File: src/rtl/fic0_ahb_arbiter.sv
// Two-requester arbiter sharing the FIC_0 AHB-Lite master port; one single-beat transfer at a time.
// Optional macro FIC0_ARB_FIXED_PRIO_EN: fixed priority (requester 0 wins) instead of round-robin.
module fic0_ahb_arbiter #(
    parameter logic [3:0]  HPROT_VAL = 4'b0011,
    parameter int unsigned NREQ      = 2
) (
    input  logic            FPGA_CLK,
    input  logic            reset,
    input  logic [NREQ-1:0] req,
    input  logic [NREQ-1:0] req_write,
    input  logic [31:0]     req_addr0,
    input  logic [31:0]     req_addr1,
    input  logic [31:0]     req_wdata0,
    input  logic [31:0]     req_wdata1,
    output logic [NREQ-1:0] ack,
    output logic [31:0]     rdata,
    output logic            err,
    output logic            gnt_id,
    output logic            busy,
    output logic [31:0]     HADDR,
    output logic [1:0]      HTRANS,
    output logic            HWRITE,
    output logic [2:0]      HSIZE,
    output logic [2:0]      HBURST,
    output logic [3:0]      HPROT,
    output logic            HMASTLOCK,
    output logic [31:0]     HWDATA,
    input  logic            HREADY,
    input  logic [1:0]      HRESP,
    input  logic [31:0]     HRDATA
);

    localparam int unsigned AW = 32;
    localparam int unsigned DW = 32;
    localparam logic [1:0]  HTRANS_IDLE   = 2'b00;
    localparam logic [1:0]  HTRANS_NONSEQ = 2'b10;

    typedef enum logic [1:0] {
        ST_IDLE = 2'b00,
        ST_ADDR = 2'b01,
        ST_DATA = 2'b10
    } state_e;

    state_e          state_q, state_d;
    logic [AW-1:0]   haddr_q, haddr_d;
    logic [1:0]      htrans_q, htrans_d;
    logic            hwrite_q, hwrite_d;
    logic [DW-1:0]   hwdata_q, hwdata_d;
    logic [DW-1:0]   wdata_q, wdata_d;
    logic [NREQ-1:0] ack_q, ack_d;
    logic [DW-1:0]   rdata_q, rdata_d;
    logic            err_q, err_d;
    logic            busy_q, busy_d;
    logic            gnt_id_q, gnt_id_d;
`ifndef FIC0_ARB_FIXED_PRIO_EN
    logic            rr_q, rr_d;
`endif

    logic [NREQ-1:0] req_m;
    logic            grant_v;
    logic            gnt_sel;
    logic            unused_ok;

    assign unused_ok = ^{req_addr0[1:0], req_addr1[1:0], HRESP[1]};

    // Winner selection; a requester is masked during its own ack cycle.
    always_comb begin
        req_m = req & ~ack_q;
`ifdef FIC0_ARB_FIXED_PRIO_EN
        // Requester 1 must not slip in while requester 0 is only hidden by its ack mask.
        grant_v = req_m[0] || (req_m[1] && !req[0]);
        gnt_sel = !req_m[0];
`else
        grant_v = |req_m;
        gnt_sel = (&req_m) ? ~rr_q : req_m[1];
`endif
    end

    always_comb begin
        state_d  = state_q;
        haddr_d  = haddr_q;
        htrans_d = htrans_q;
        hwrite_d = hwrite_q;
        hwdata_d = hwdata_q;
        wdata_d  = wdata_q;
        ack_d    = '0;
        rdata_d  = '0;
        err_d    = 1'b0;
        busy_d   = busy_q;
        gnt_id_d = gnt_id_q;
`ifndef FIC0_ARB_FIXED_PRIO_EN
        rr_d     = rr_q;
`endif
        case (state_q)
            ST_IDLE: begin
                if (grant_v) begin
                    haddr_d  = {(gnt_sel ? req_addr1[AW-1:2] : req_addr0[AW-1:2]), 2'b00};
                    hwrite_d = req_write[gnt_sel];
                    wdata_d  = gnt_sel ? req_wdata1 : req_wdata0;
                    htrans_d = HTRANS_NONSEQ;
                    gnt_id_d = gnt_sel;
                    busy_d   = 1'b1;
`ifndef FIC0_ARB_FIXED_PRIO_EN
                    rr_d     = gnt_sel;
`endif
                    state_d  = ST_ADDR;
                end
            end
            ST_ADDR: begin
                if (HREADY) begin
                    htrans_d = HTRANS_IDLE;
                    hwdata_d = wdata_q;
                    state_d  = ST_DATA;
                end
            end
            ST_DATA: begin
                // An ERROR response completes only on its HREADY=1 cycle.
                if (HREADY) begin
                    ack_d[gnt_id_q] = 1'b1;
                    rdata_d         = hwrite_q ? '0 : HRDATA;
                    err_d           = HRESP[0];
                    busy_d          = 1'b0;
                    state_d         = ST_IDLE;
                end
            end
            default: begin
                state_d  = ST_IDLE;
                htrans_d = HTRANS_IDLE;
                busy_d   = 1'b0;
            end
        endcase
    end

    always_ff @(posedge FPGA_CLK) begin
        if (reset) begin
            state_q  <= ST_IDLE;
            haddr_q  <= '0;
            htrans_q <= HTRANS_IDLE;
            hwrite_q <= 1'b0;
            hwdata_q <= '0;
            wdata_q  <= '0;
            ack_q    <= '0;
            rdata_q  <= '0;
            err_q    <= 1'b0;
            busy_q   <= 1'b0;
            gnt_id_q <= 1'b0;
`ifndef FIC0_ARB_FIXED_PRIO_EN
            rr_q     <= 1'b1;
`endif
        end else begin
            state_q  <= state_d;
            haddr_q  <= haddr_d;
            htrans_q <= htrans_d;
            hwrite_q <= hwrite_d;
            hwdata_q <= hwdata_d;
            wdata_q  <= wdata_d;
            ack_q    <= ack_d;
            rdata_q  <= rdata_d;
            err_q    <= err_d;
            busy_q   <= busy_d;
            gnt_id_q <= gnt_id_d;
`ifndef FIC0_ARB_FIXED_PRIO_EN
            rr_q     <= rr_d;
`endif
        end
    end

    assign HADDR     = haddr_q;
    assign HTRANS    = htrans_q;
    assign HWRITE    = hwrite_q;
    assign HWDATA    = hwdata_q;
    assign HSIZE     = 3'b010;
    assign HBURST    = 3'b000;
    assign HPROT     = HPROT_VAL;
    assign HMASTLOCK = 1'b0;
    assign ack       = ack_q;
    assign rdata     = rdata_q;
    assign err       = err_q;
    assign busy      = busy_q;
    assign gnt_id    = gnt_id_q;

endmodule
File: config.mk
export PLATFORM = sky130hd
export DESIGN_NAME = fic0_ahb_arbiter
export DESIGN_NICKNAME = d
export VERILOG_FILES = /design/src/rtl/fic0_ahb_arbiter.sv
export SDC_FILE = /design/constraint.sdc
export NUM_CORES = 1
export LEC_CHECK = 0
export CORE_UTILIZATION = 42
export CTS_CLUSTER_DIAMETER = 50
export DETAILED_ROUTE_END_ITERATION = 8
export GPL_TIMING_DRIVEN = 1
export HOLD_SLACK_MARGIN = 0.1
export PLACE_DENSITY_LB_ADDON = 0.15
export SETUP_SLACK_MARGIN = 0.3
export SLEW_MARGIN = 20
export SYNTH_ARGS = -nofsm -noshare
export SYNTH_HDL_FRONTEND = slang
export SYNTH_SLANG_ARGS = --single-unit
File: constraint.sdc
create_clock -name FPGA_CLK -period 3.4 [get_ports FPGA_CLK]
set_clock_uncertainty 0.2 [all_clocks]
set_input_delay 0.68 -clock FPGA_CLK [delete_from_list [all_inputs] [get_ports FPGA_CLK]]
set_output_delay 0.68 -clock FPGA_CLK [all_outputs]
set_load 0.005 [all_outputs]
==> results.py <==
metrics = {
    "place": {
        "gp_congestion": 0.766,
        "dpl_cell_area_sq_um": 7790,
        "io_buffers": 264,
        "place_inst": 983,
        "hpwl_um": 10400,
    },
    "die": {
        "die_h_um": 113,
        "rows": 40,
        "die_w_um": 113,
        "initial_utilization_pct": 43.0,
        "die_area_sq_um": 12700,
        "core_area_sq_um": 12000,
        "floorplan.io_pins": 284,
    },
    "power": {
        "combPwrFrac_pct": 18.2,
        "p_int_mw": 3.06,
        "power.density_nw_per_um2": 496,
        "leakage_nw": 3.20,
        "power.switching_mw": 1.06,
        "swShare_pct": 25.7,
        "power.clock.fraction_pct": 38.7,
        "seqPwrFrac_pct": 43.1,
        "vdd_ir_drop_max_mv": 0.275,
    },
    "clock_network": {
        "cts_tree": "done",
        "numCtsBuffers": 17,
        "cts_root_buf": "clkbuf_16",
        "htree_levels": 4,
        "postCtsSetupBuffers": 0,
        "clockBufferDepth": 2,
        "insertion_delay_ns": 0.40,
        "cts.clk_slew.worst_paths_ns": 0.06,
        "cts_sinks": 136,
        "cts.repair.resized": 0,
        "postCtsHoldBufs": 0,
    },
    "setup_path": {
        "cp_max_fo": 53,
        "critical_path_class": "in2reg",
        "r2r_cells": 5,
        "arrival_ns": 2.38,
        "end_kind": "flip-flop",
        "crit_path_start_kind": "input pin",
        "worst_ep_required_time_ns": 3.51,
    },
    "logic_synthesis": {
        "synth_xor_xnor_area_share_pct": 0,
        "synth-simple-area-share_pct": 20.5,
        "synth_compound_area_share_pct": 19.8,
        "synthesis.area_sq_um": 5160,
        "synth_cells": 614,
        "yosysTopAreaCellShare_pct": 52.7,
        "synthMuxAreaShare_pct": 0,
        "synth_top_area_cell": "dfxtp_1",
        "ys_warn_count": 0,
        "ys_seq_area_share_pct": 52.7,
        "yosysUniqueCellTypes": 24,
        "synth_top_family_by_area": "simple AND/OR/NAND/NOR gates",
        "synth_area_leaders": "dfxtp_1 53%, nand2_1 9.8%, a21oi_1 9.7%",
        "synth_fa_ha_area_share_pct": 0,
        "avgSynthCellArea_sq_um": 8.41,
        "ys_seq_elements": 136,
    },
    "drt": {
        "wirelength_um": 15300,
        "wl_per_cell_um": 15.1,
        "drt_first_pass_iters": 5,
        "drc": 0,
        "drt_iter0_drc": 357,
        "postRouteAntennaNets": 0,
        "drt-vias-per-instance": 5.03,
        "vias": 5097,
    },
    "global_routing": {
        "grt_first_pass_wirelength_um": 23600,
        "first_global_vias": 4925,
        "antenna_found_initial": 0,
        "grt_max_degree": 65,
        "track_usage_pct": 23.5,
        "overflow": 0,
    },
    "sta": {
        "final-setup-viol-count": 0,
        "max_slew_margin_pct": 54.7,
        "layout_min_cycle_time_ns": 2.28,
        "hold_viol": 0,
        "fmax_mhz": 439,
        "finalCritPeriodShare_pct": 66.9,
        "worstMarginPinSlew_ns": 0.679,
        "holdWs_ns": 0.250,
        "tns_ns": 0,
        "slew_violations": 0,
        "rsz0062_at_grt": "no",
    },
    "finish": {
        "post-route-util_pct": 69.2,
        "num-fill-cells": 964,
        "syn_to_final_growth_pct": 61.0,
        "antenna_cells": 0,
        "fin_cells": 1014,
        "final_area_sq_um": 8310,
        "layout.nets": 1024,
        "drive_above_1_share_pct": 6.11,
    },
    "min_path": {
        "holdCritPathClass": "reg2reg",
        "hold_path_depth": 2,
    },
    "job": {
        "drv_cap": 0,
    },
    "run_status": {
        "status": "finished clean",
    },
}
-- layer usage --
layer | routed length [um] | track usage [%] | share of wire (%) | vias up
met5 | 0 | 0 | 0 | -
met4 | 243 | 8.68 | 1.6 | 0
met3 | 1220 | 7.23 | 8.0 | 20
met2 | 7820 | 42.8 | 51 | 205
met1 | 5980 | 25.8 | 39 | 2371
li1 | - | - | - | 2501
-- cells in the final DEF, fill, tap and decap left out, types with 2 or more instances in the layout --
cell type | Yosys | routed
buf_12 | 0 | 3
nor2b_1 | 2 | 2
and2_1 | 35 | 34
clkdlybuf4s50_1 | 0 | 263
clkinvlp_4 | 0 | 5
clkinv_2 | 0 | 7
buf_4 | 26 | 6
a211oi_2 | 5 | 5
nor2_1 | 69 | 68
dfxtp_1 | 136 | 136
clkbuf_16 | 0 | 17
a21oi_1 | 100 | 100
nor2_2 | 1 | 2
nand2_1 | 135 | 134
conb_1 | 2 | 14
a211oi_1 | 58 | 58
-- path summary, 6_finish.rpt --
path / startpoint / end / slack (ns)
worst min register to register: wdata_q[11]$_SDFFE_PP0P_ / HWDATA[11]$_SDFFE_PP0P_ / 0.25
worst max register to register: ack[1]$_SDFF_PP0_ / HADDR[12]$_SDFFE_PP0P_ / 1.55
worst max-delay path: req[0] / HADDR[12]$_SDFFE_PP0P_ / 1.12
worst min-delay path: wdata_q[11]$_SDFFE_PP0P_ / HWDATA[11]$_SDFFE_PP0P_ / 0.25
-- registers in the layout (all words and copies together) (netlist names), 2 cells and up --
register / cells
HWDATA: 32
rdata: 32
wdata_q: 32
HADDR: 30
ack: 2
state_q: 2
-- power by group through the flow --
stage,sequential (mW),clock [mW],combinational (mW)
2_1_floorplan,1.80,0,0.362
3_3_place_gp,1.80,0,0.736
4_1_cts,1.77,1.63,0.756
3_5_place_dp,1.81,0,0.748
6_report,1.77,1.59,0.750
5_1_grt,1.79,1.70,0.821
-- synth_stat cells (all sizes together) --
cell type,count
dfxtp,136
nand2,135
a21oi,100
nor2,70
a211oi,63
buf,44
and2,35
clkbuf,18
nor2b,3
conb,2
o21ai,2
nand3b,1
nand4bb,1
nor3,1
nor4bb,1
o21a,1
or2,1
-- cells by family after synthesis --
family          count (synthesis)
flops                         136
buf+inv                        62
other cells                     2
simple gates                  248
compound gates                166
-- layout make-up --
class	count	area [sq um]	share of cell area, %
multi-input cells	428	2140	25.8
repair buffers	272	2740	32.9
well taps	147	184	2.21
flip-flops and latches	136	2720	32.8
clock buffers	18	439	5.29
clock inverters	13	81.3	0.979
-- worst max-delay path: stages --
cell	delay, ns
clkdlybuf4s50_1	0.43
nor2b_1	0.18
o21ai_4	0.41
buf_12	0.30
a21oi_1	0.08
a211oi_1	0.26
-- metrics by stage --
step	setup slack (ns)	power [mW]
finish	1.12	4.12
global route	0.976	4.31
CTS	1.13	4.16
detailed placement	0.729	2.56
global placement	0.813	2.54
floorplan	1.58	2.17
Note: power is estimated with default switching activity, not from simulation.
